$ cat src/rtl/card_deck.sv
// rtl/card_deck.sv - draw-without-replacement card source for the blackjack dealer
//
// Purpose: hands out cards from one 52-card deck in random order. A free-running
// 16-bit LFSR picks a candidate slot. If that slot is already used, the search steps
// linearly through the used-card bitmap until it finds a free card.
//
// Ports:
//   clk         system clock, rising edge
//   rst         asynchronous active-low reset
//   draw_req    request one card (only honoured while ready=1)
//   shuffle     return all 52 cards to the deck (aborts a search in progress)
//   seed_load   load seed into the LFSR (zero seed -> RESET_SEED)
//   seed        LFSR seed value
//   ready       idle, can accept draw_req
//   card_valid  one-cycle pulse, card outputs updated this cycle
//   card_rank   1..13 (1=Ace, 11=J, 12=Q, 13=K)
//   card_suit   0..3
//   card_value  blackjack value, 10 for face cards
//   deck_empty  one-cycle pulse: draw_req arrived with no cards left
//   cards_left  undrawn cards, 0..52
module card_deck #(
    parameter logic [15:0] RESET_SEED = 16'hACE1
) (
    input  logic        clk,
    input  logic        rst,
    input  logic        draw_req,
    input  logic        shuffle,
    input  logic        seed_load,
    input  logic [15:0] seed,
    output logic        ready,
    output logic        card_valid,
    output logic [3:0]  card_rank,
    output logic [1:0]  card_suit,
    output logic [3:0]  card_value,
    output logic        deck_empty,
    output logic [5:0]  cards_left
);

    typedef enum logic {
        IDLE  = 1'b0,
        PROBE = 1'b1
    } state_t;

    state_t      state_q, state_d;
    logic [15:0] lfsr_q, lfsr_d;
    logic [51:0] used_q, used_d;
    logic [5:0]  idx_q, idx_d;
    logic [5:0]  left_q, left_d;
    logic        valid_q, valid_d;
    logic        empty_q, empty_d;
    logic [3:0]  rank_q, rank_d;
    logic [1:0]  suit_q, suit_d;
    logic [3:0]  value_q, value_d;

    // Candidate slot: the LFSR low six bits folded into 0..51 with a single subtract.
    logic [5:0] cand;
    assign cand = (lfsr_q[5:0] >= 6'd52) ? (lfsr_q[5:0] - 6'd52) : lfsr_q[5:0];

    // idx -> (suit, rank) using compares and subtracts instead of a divider.
    logic [1:0] map_suit;
    logic [3:0] map_rem;
    logic [3:0] map_rank;
    logic [3:0] map_value;

    always_comb begin
        map_suit = 2'd0;
        map_rem  = idx_q[3:0];
        if (idx_q >= 6'd39) begin
            map_suit = 2'd3;
            map_rem  = 4'(idx_q - 6'd39);
        end else if (idx_q >= 6'd26) begin
            map_suit = 2'd2;
            map_rem  = 4'(idx_q - 6'd26);
        end else if (idx_q >= 6'd13) begin
            map_suit = 2'd1;
            map_rem  = 4'(idx_q - 6'd13);
        end
        map_rank  = map_rem + 4'd1;
        map_value = (map_rank > 4'd10) ? 4'd10 : map_rank;
    end

    always_comb begin
        lfsr_d  = seed_load ? ((seed == 16'h0000) ? RESET_SEED : seed)
                            : {lfsr_q[14:0], lfsr_q[15] ^ lfsr_q[13] ^ lfsr_q[12] ^ lfsr_q[10]};
        state_d = state_q;
        idx_d   = idx_q;
        used_d  = used_q;
        left_d  = left_q;
        valid_d = 1'b0;
        empty_d = 1'b0;
        rank_d  = rank_q;
        suit_d  = suit_q;
        value_d = value_q;

        case (state_q)
            IDLE: begin
                if (draw_req && !shuffle) begin
                    if (left_q != 6'd0) begin
                        idx_d   = cand;
                        state_d = PROBE;
                    end else begin
                        empty_d = 1'b1;
                    end
                end
            end
            PROBE: begin
                if (!shuffle) begin
                    if (!used_q[idx_q]) begin
                        used_d[idx_q] = 1'b1;
                        left_d        = left_q - 6'd1;
                        valid_d       = 1'b1;
                        rank_d        = map_rank;
                        suit_d        = map_suit;
                        value_d       = map_value;
                        state_d       = IDLE;
                    end else begin
                        idx_d = (idx_q == 6'd51) ? 6'd0 : (idx_q + 6'd1);
                    end
                end
            end
            default: state_d = IDLE;
        endcase

        // Shuffle overrides everything: a pending draw is dropped, not completed.
        if (shuffle) begin
            used_d  = '0;
            left_d  = 6'd52;
            state_d = IDLE;
        end
    end

    always_ff @(posedge clk or negedge rst) begin
        if (!rst) begin
            state_q <= IDLE;
            lfsr_q  <= RESET_SEED;
            used_q  <= '0;
            idx_q   <= 6'd0;
            left_q  <= 6'd52;
            valid_q <= 1'b0;
            empty_q <= 1'b0;
            rank_q  <= 4'd0;
            suit_q  <= 2'd0;
            value_q <= 4'd0;
        end else begin
            state_q <= state_d;
            lfsr_q  <= lfsr_d;
            used_q  <= used_d;
            idx_q   <= idx_d;
            left_q  <= left_d;
            valid_q <= valid_d;
            empty_q <= empty_d;
            rank_q  <= rank_d;
            suit_q  <= suit_d;
            value_q <= value_d;
        end
    end

    assign ready      = (state_q == IDLE);
    assign card_valid = valid_q;
    assign deck_empty = empty_q;
    assign card_rank  = rank_q;
    assign card_suit  = suit_q;
    assign card_value = value_q;
    assign cards_left = left_q;

endmodule
$ cat config.mk
export PLATFORM = sky130hd
export DESIGN_NAME = card_deck
export DESIGN_NICKNAME = d
export VERILOG_FILES = /design/src/rtl/card_deck.sv
export SDC_FILE = /design/constraint.sdc
export NUM_CORES = 1
export LEC_CHECK = 0
export ABC_AREA = 1
export CAP_MARGIN = 20
export CORE_UTILIZATION = 48
export DETAILED_ROUTE_END_ITERATION = 10
export PLACE_DENSITY_LB_ADDON = 0.3
export SYNTH_ARGS = -nofsm -noshare
export SYNTH_HDL_FRONTEND = slang
export SYNTH_SLANG_ARGS = --single-unit
$ cat constraint.sdc
create_clock -name clk -period 7.3 [get_ports clk]
set_input_delay 1.46 -clock clk [delete_from_list [all_inputs] [get_ports clk]]
set_output_delay 1.46 -clock clk [all_outputs]
set_load 0.02 [all_outputs]
==> results of run 1 <==
## metrics by stage
stage | std cells | hold slack (ns) | worst slack (ns)
2_1_floorplan | 675 | 0.448 | 4.93
3_3_place_gp | 827 | 0.463 | 3.64
3_5_place_dp | 827 | 0.469 | 3.52
4_1_cts | 843 | 0.488 | 3.91
5_1_grt | 843 | 0.513 | 3.66
6_report | 843 | 0.483 | 3.89
## logic make-up (layout without fill, tap and decap cells)
family	after synthesis	in the layout	synth area share (%)
buf+inv	125	157	10.6
mux	4	4	0.881
xor+xnor	9	9	1.54
flops	93	93	45.8
compound gates	99	99	10.2
fa+ha+maj	14	14	3.42
simple gates	331	331	27.5
## state kept, by name, summed over array words and instances (netlist names)
register,flops
lfsr_q,16
card_valid,1
state_q,1
card_value,4
card_suit,2
used_q,52
cards_left,6
idx_q,6
card_rank,4
deck_empty,1
## how the worst min path moves through the flow
| stage | cells after the start | endpoint | slack, ns |
|---|---|---|---|
| 5_1_grt | 1 | lfsr_q[9] | 0.51 |
| 3_3_place_gp | 1 | lfsr_q[9] | 0.46 |
| 3_5_place_dp | 2 | card_value[2] | 0.47 |
| 2_1_floorplan | 2 | used_q[50] | 0.45 |
| 6_report | 2 | lfsr_q[10] | 0.48 |
| 4_1_cts | 2 | lfsr_q[10] | 0.49 |
## layout make-up
class                   count  area [um^2]  area share [%]
inverters                  99          377            6.58
multi-input cells         457         2230            39.0
flip-flops and latches     93         2340            40.9
clock inverters             3         45.0           0.787
clock buffers              13          149            2.60
well taps                 136          170            2.97
repair buffers             42          410            7.17
## cells in the mapped netlist
library cell / instances / share of area [%]
inv_1: 94 / 6.9
buf_4: 2 / 0.29
a21oi_1: 13 / 1.3
nor2_1: 47 / 3.4
buf_6: 7 / 1.5
o21ai_1: 41 / 4.0
nand2_1: 177 / 13
clkbuf_1: 9 / 0.66
a32oi_1: 1 / 0.17
o31ai_1: 3 / 0.44
a31oi_1: 7 / 0.86
xor2_1: 5 / 0.86
inv_2: 3 / 0.22
nand4_1: 1 / 0.12
a22oi_1: 1 / 0.15
nand2_2: 4 / 0.49
nor4_1: 4 / 0.49
dfstp_2: 11 / 5.7
o21ai_0: 29 / 2.8
mux2_2: 4 / 0.88
and2_4: 1 / 0.17
or2_2: 2 / 0.24
o22ai_1: 4 / 0.49
nand3_1: 87 / 8.5
or2_1: 1 / 0.12
nand3_2: 1 / 0.20
buf_2: 8 / 0.78
nor2_2: 6 / 0.73
dfrtp_1: 82 / 40
inv_4: 2 / 0.24
xnor2_1: 4 / 0.68
ha_1: 14 / 3.4
## worst reg2reg max path, stage by stage (launching register included)
cell and delay (ns):
dfrtp_1 0.62, buf_4 0.36, inv_4 0.31, nand2_1 0.10, nand3_1 0.08, nand2_1 0.09
nand2_1 0.07, nand2_1 0.05, nor2_1 0.15, nor2_1 0.08, nor2_2 0.13, nand3_2 0.36
inv_4 0.51, nand3_1 0.16, o21ai_1 0.12
## layer usage
metal	wire [um]	vias to the layer above	track usage, %	part of all wire (%)
met5	0	-	0	0
met2	5440	123	37.3	47
met1	5440	2092	31.3	46
li1	-	2197	-	-
met4	183	0	7.44	1.6
met3	636	17	4.51	5.4
## power by group through the flow
stage	Clock [W]	Combinational, W	Sequential [W]
2_1_floorplan	0	0.000706	0.000676
3_3_place_gp	0	0.000942	0.000679
3_5_place_dp	0	0.000958	0.000681
4_1_cts	0.000355	0.000964	0.000671
5_1_grt	0.000375	0.00109	0.000684
6_report	0.000348	0.000969	0.000673
==> results.txt, run 1 <==
----------------------------------------------------
[Placed design]
  Placed wire-length estimate ... 7930 um
  Instance area at placement ... 5530 um^2
  Number of I/O port buffers ... 39
  Final GP Congestion ... 0.875

[Outcome]
  Result of the run ... completed

[Hold path]
  Start point of the worst hold path ... lfsr_q[9]
  Hold crit path type ... reg2reg

[Synth]
  Sequential share of the synthesized area ... 45.8%
  Warnings from Yosys ... 0
  Count of different cell masters after synthesis ... 32
  Flops & latches, synth ... 93
  Mapped cell area ... 5110 um^2
  Gate count of the mapped netlist ... 675
  Syn_area_per_cell ... 7.58 um^2
  Number of nets in the synthesized netlist ... 710

[Cells and area]
  Final layout net count ... 737
  Most frequent cells in the layout ... nand2_1, inv_1, nand3_1
  # diodes ... 0
  Final standard cell utilization of the core ... 55.4%
  Layout cell share with drive strength beyond 1 ... 7.21%
  Non-Filler Cell Area, Final ... 5720 um^2
  Fillers ... 977
  Most common library cell in the layout ignoring fill and taps ... nand2_1
  Layout Area Growth over Synthesis ... 11.9%

[STA]
  Fin crit share ... 46.7%
  Final period demand of the worst path ... 3.41 ns
  Largest clock skew in the final design ... 0.00865 ns
  RSZ-0062 raised after global routing ... false
  Worst slew slack as a fraction of its limit ... 44.1%
  Final max-slew violation count ... 0
  Slew @ Worst Pin ... 0.836 ns
  Hold violation count in the final report ... 0
  Total negative slack for setup checks ... 0 ns
  Setup violation total in the final timing report ... 0
  Highest clock frequency the design can meet ... 293 MHz

[Detailed routing]
  Number of nets with antenna violations after routing ... 0
  DRC violation count after routing ... 0
  Vias post-DR ... 4,429
  First-pass iteration count of the detailed router ... 4
  Detailed-route wire length ... 11,700 um
  Routed length per placed instance ... 13.9 um
  Drt initial violations ... 369
  Mean number of vias per cell ... 5.25

[Pwr]
  Internal cell power ... 0.00108 W
  PwrDens ... 348 nW/um^2
  Maximum vdd ir drop ... 212 uV
  Share of total power in the clock network ... 17.5%
  Seq pwr share ... 33.8%
  Static Leak ... 2.80 nW
  Switching power as a share of total power ... 45.9%
  Combinational share of power ... 48.7%
  Total power ... 0.00199 W
  Net switching power ... 0.000913 W

[Setup path]
  Worst R2R End ... used_q[24]
  Worst EP arrival ... 3.70 ns
  Worst setup slack for register-to-register paths ... 4.05 ns
  Worst flop-to-flop path startpoint ... idx_q[0]
  Crit path from ... shuffle
  Cell with the largest stage delay on the worst path ... inv_4
  Total buffers and inverters traversed by the critical path ... 4
  Maximum single-stage delay on the critical path ... 0.50 ns
  Nature of the critical path startpoint ... input pin
  Endpoint of the most critical setup path ... used_q[24]
  Setup CP Type ... in2reg
  Worst endpoint required time ... 7.60 ns
  Critical path capture point type ... register
  Crit-path leading delay family ... buffers and inverters
  Crit Path Max Fanout ... 52
  Cell depth of the worst flop-to-flop path ... 14
  Cell breakdown of the critical path ... clkdlybuf4s50_1, buf_4, inv_1, nand3_2, inv_4, nand3_1, o21ai_1
  Critical Path Stages ... 7

[Floorplan]
  Horizontal die dimension ... 105 um
  Effective utilization at floorplan ... 49.5%
  Total die area ... 11,100 um^2
  Die Height ... 105 um
  Number of ports placed on the die boundary ... 40
  Total core area ... 10,300 um^2
  Core Rows ... 37

[Clock tree]
  Buffer cell driving the clock tree root ... clkbuf_8
  Number of hold buffers added after CTS ... 0
  CTS HTree Levels ... 3
  CTS buffer count ... 9
  Clock-pin slew of the registers on the worst-case setup and hold paths ... 0.09 ns
  Sinks on the clock net ... 93
  Post-cts resize count ... 0
  Setup fix buffers added after clock tree synthesis ... 0
  Maximum buffer depth of the clock tree ... 2
  Clock tree from TritonCTS ... yes
  Worst skew pair latency ... 0.37 ns

[Job]
  Number of maximum-capacitance constraint violations ... 0

[GRT]
  Global-route congestion overflow total ... 0
  Vias in the first global route ... 4,317
  Number of antenna violations at the first check in global routing ... 0
  First-pass GRT wire length ... 20,400 um
  Total Routing Usage GR ... 23.1%
  Pin count of the biggest net entering global routing ... 53

----------------------------------------------------
Power figures use the tool's default switching activity.
==> run 2, diff against run 1 <==
==> constraint.sdc (replaced) <==
create_clock -name clk -period 3.25 [get_ports clk]
set_input_delay 0.65 -clock clk [delete_from_list [all_inputs] [get_ports clk]]
set_output_delay 0.65 -clock clk [all_outputs]
set_load 0.02 [all_outputs]
==> run 2 against run 1 <==
Effect of this change:
- worst hold slack got worse by 0.22 ns
- critical path depth increased by 5
- via count increased by 0.70%
- sequential cell count unchanged
- utilization increased by 0.50 points
- first-iteration DRC count increased by 18%
- critical endpoint is now card_value[0]
- largest power group unchanged
==> results.txt, run 2 (synthesis results as in run 1) <==
----------------------------------------------------
[Setup path]
  Worst setup slack for register-to-register paths ... 0.62 ns
  Setup CP Type ... reg2reg
  Nature of the critical path startpoint ... register
  Worst EP arrival ... 2.89 ns
  Endpoint of the most critical setup path ... card_value[0]
  Worst flop-to-flop path startpoint ... idx_q[1]
  Worst endpoint required time ... 3.52 ns
  Crit path from ... idx_q[1]
  Critical path capture point type ... register
  Crit Path Max Fanout ... 13
  Worst R2R End ... card_value[0]
  Cell depth of the worst flop-to-flop path ... 12

[Pwr]
  Seq pwr share ... 32.7%
  Net switching power ... 0.00203 W
  Maximum vdd ir drop ... 417 uV
  Internal cell power ... 0.00245 W
  PwrDens ... 776 nW/um^2
  Combinational share of power ... 50.0%
  Total power ... 0.00448 W
  Static Leak ... 2.84 nW
  Share of total power in the clock network ... 17.3%
  Switching power as a share of total power ... 45.3%

[Clock tree]
  Clock-pin slew of the registers on the worst-case setup and hold paths ... 0.09 ns
  Worst skew pair latency ... 0.37 ns
  Setup fix buffers added after clock tree synthesis ... 0
  CTS buffer count ... 9
  Clock tree from TritonCTS ... yes
  CTS HTree Levels ... 3
  Buffer cell driving the clock tree root ... clkbuf_8
  Maximum buffer depth of the clock tree ... 2
  Sinks on the clock net ... 93
  Post-cts resize count ... 0
  Number of hold buffers added after CTS ... 0

[Placed design]
  Number of I/O port buffers ... 39
  Placed wire-length estimate ... 8050 um
  Final GP Congestion ... 0.903

[Cells and area]
  Layout Area Growth over Synthesis ... 12.9%
  Max reg flops ... 52
  Most frequent cells in the layout ... nand2_1, inv_1, nand3_1
  Fillers ... 962
  Area of all sequential standard cells ... 2340 um^2
  Layout cell share with drive strength beyond 1 ... 7.85%
  Most common library cell in the layout ignoring fill and taps ... nand2_1
  # diodes ... 0
  Final layout net count ... 743
  Biggest regs ... used_q (52), lfsr_q (16)
  Register with the highest flop count ... used_q
  Area taken by multi-input logic gates ... 2230 um^2

[Floorplan]
  Total die area ... 11,100 um^2
  Number of ports placed on the die boundary ... 40
  Total core area ... 10,300 um^2
  Die Height ... 105 um
  Core Rows ... 37
  Horizontal die dimension ... 105 um
  Effective utilization at floorplan ... 49.5%

[STA]
  Hold violation count in the final report ... 0
  Final max-slew violation count ... 0
  Largest clock skew in the final design ... 0.00960 ns
  Highest clock frequency the design can meet ... 380 MHz
  Fin crit share ... 80.9%
  Slew @ Worst Pin ... 0.700 ns
  Setup violation total in the final timing report ... 0
  Total negative slack for setup checks ... 0 ns
  Worst slew slack as a fraction of its limit ... 53.1%
  Final period demand of the worst path ... 2.63 ns
  RSZ-0062 raised after global routing ... false

[GRT]
  Pin count of the biggest net entering global routing ... 54
  Vias in the first global route ... 4,265
  First-pass GRT wire length ... 20,300 um
  Total Routing Usage GR ... 23.0%
  Number of antenna violations at the first check in global routing ... 0
  Global-route congestion overflow total ... 0

[Detailed routing]
  Detailed-route wire length ... 11,800 um
  Vias post-DR ... 4,460
  Routed length per placed instance ... 13.9 um
  Mean number of vias per cell ... 5.25
  DRC violation count after routing ... 0
  Drt initial violations ... 437
  Number of nets with antenna violations after routing ... 0
  First-pass iteration count of the detailed router ... 7

[Hold path]
  Hold crit path type ... in2async

[Outcome]
  Result of the run ... completed

[Job]
  Number of maximum-capacitance constraint violations ... 0

----------------------------------------------------
run 2: per-stage QoR:
step / hold slack [ns] / setup WS [ns] / cell area [um^2] / util [%] / cells
4_1_cts: 0.276 / 0.670 / 5770 / 55.9 / 849
3_3_place_gp: 0.461 / 0.816 / 5590 / 54.1 / 833
5_1_grt: 0.295 / 0.293 / 5770 / 55.9 / 849
6_report: 0.262 / 0.621 / 5770 / 55.9 / 849
2_1_floorplan: 0.354 / 0.876 / 5110 / - / 675
3_5_place_dp: 0.466 / 0.704 / 5590 / 54.1 / 833
run 2: worst min-delay path by stage:
stage / from / to / slack [ns] / depth (start not counted)
global placement: lfsr_q[8] / lfsr_q[9] / 0.46 / 1
floorplan: rst / card_rank[0] / 0.35 / 0
CTS: rst / used_q[40] / 0.28 / 1
global route: rst / used_q[40] / 0.30 / 1
detailed placement: card_rank[3] / card_rank[3] / 0.47 / 2
finish: rst / used_q[45] / 0.26 / 1
run 2: per-layer routing:
metal | global-route usage (%) | routed length [um]
met5 | 0 | 0
met4 | 8.35 | 195
met3 | 4.14 | 614
met2 | 36.7 | 5580
met1 | 31.4 | 5400
run 2: area by class of cell:
cell class / instances / area share, %
clock buffer: 14 / 2.64
clock inverter: 2 / 0.607
inverter: 99 / 6.52
multi-input combinational: 457 / 38.6
sequential: 93 / 40.6
tap: 136 / 2.95
timing repair buffer: 48 / 8.11
run 2: power groups by stage:
stage	logic (W)	clock network [W]	registers, W
5_1_grt	0.00252	0.000840	0.00149
3_3_place_gp	0.00217	0	0.00148
2_1_floorplan	0.00159	0	0.00152
4_1_cts	0.00223	0.000795	0.00147
3_5_place_dp	0.00222	0	0.00149
6_report	0.00224	0.000776	0.00147
run 2: critical path: stages, from the launching register on:
cell	delay [ns]
dfrtp_1	0.62
ha_1	0.31
nand2_1	0.10
a21oi_1	0.30
inv_1	0.16
nand3_1	0.14
nand2_1	0.15
ha_1	0.24
or2_1	0.24
nand3_1	0.07
nand2_1	0.09
nand2_1	0.07
nand2_1	0.05
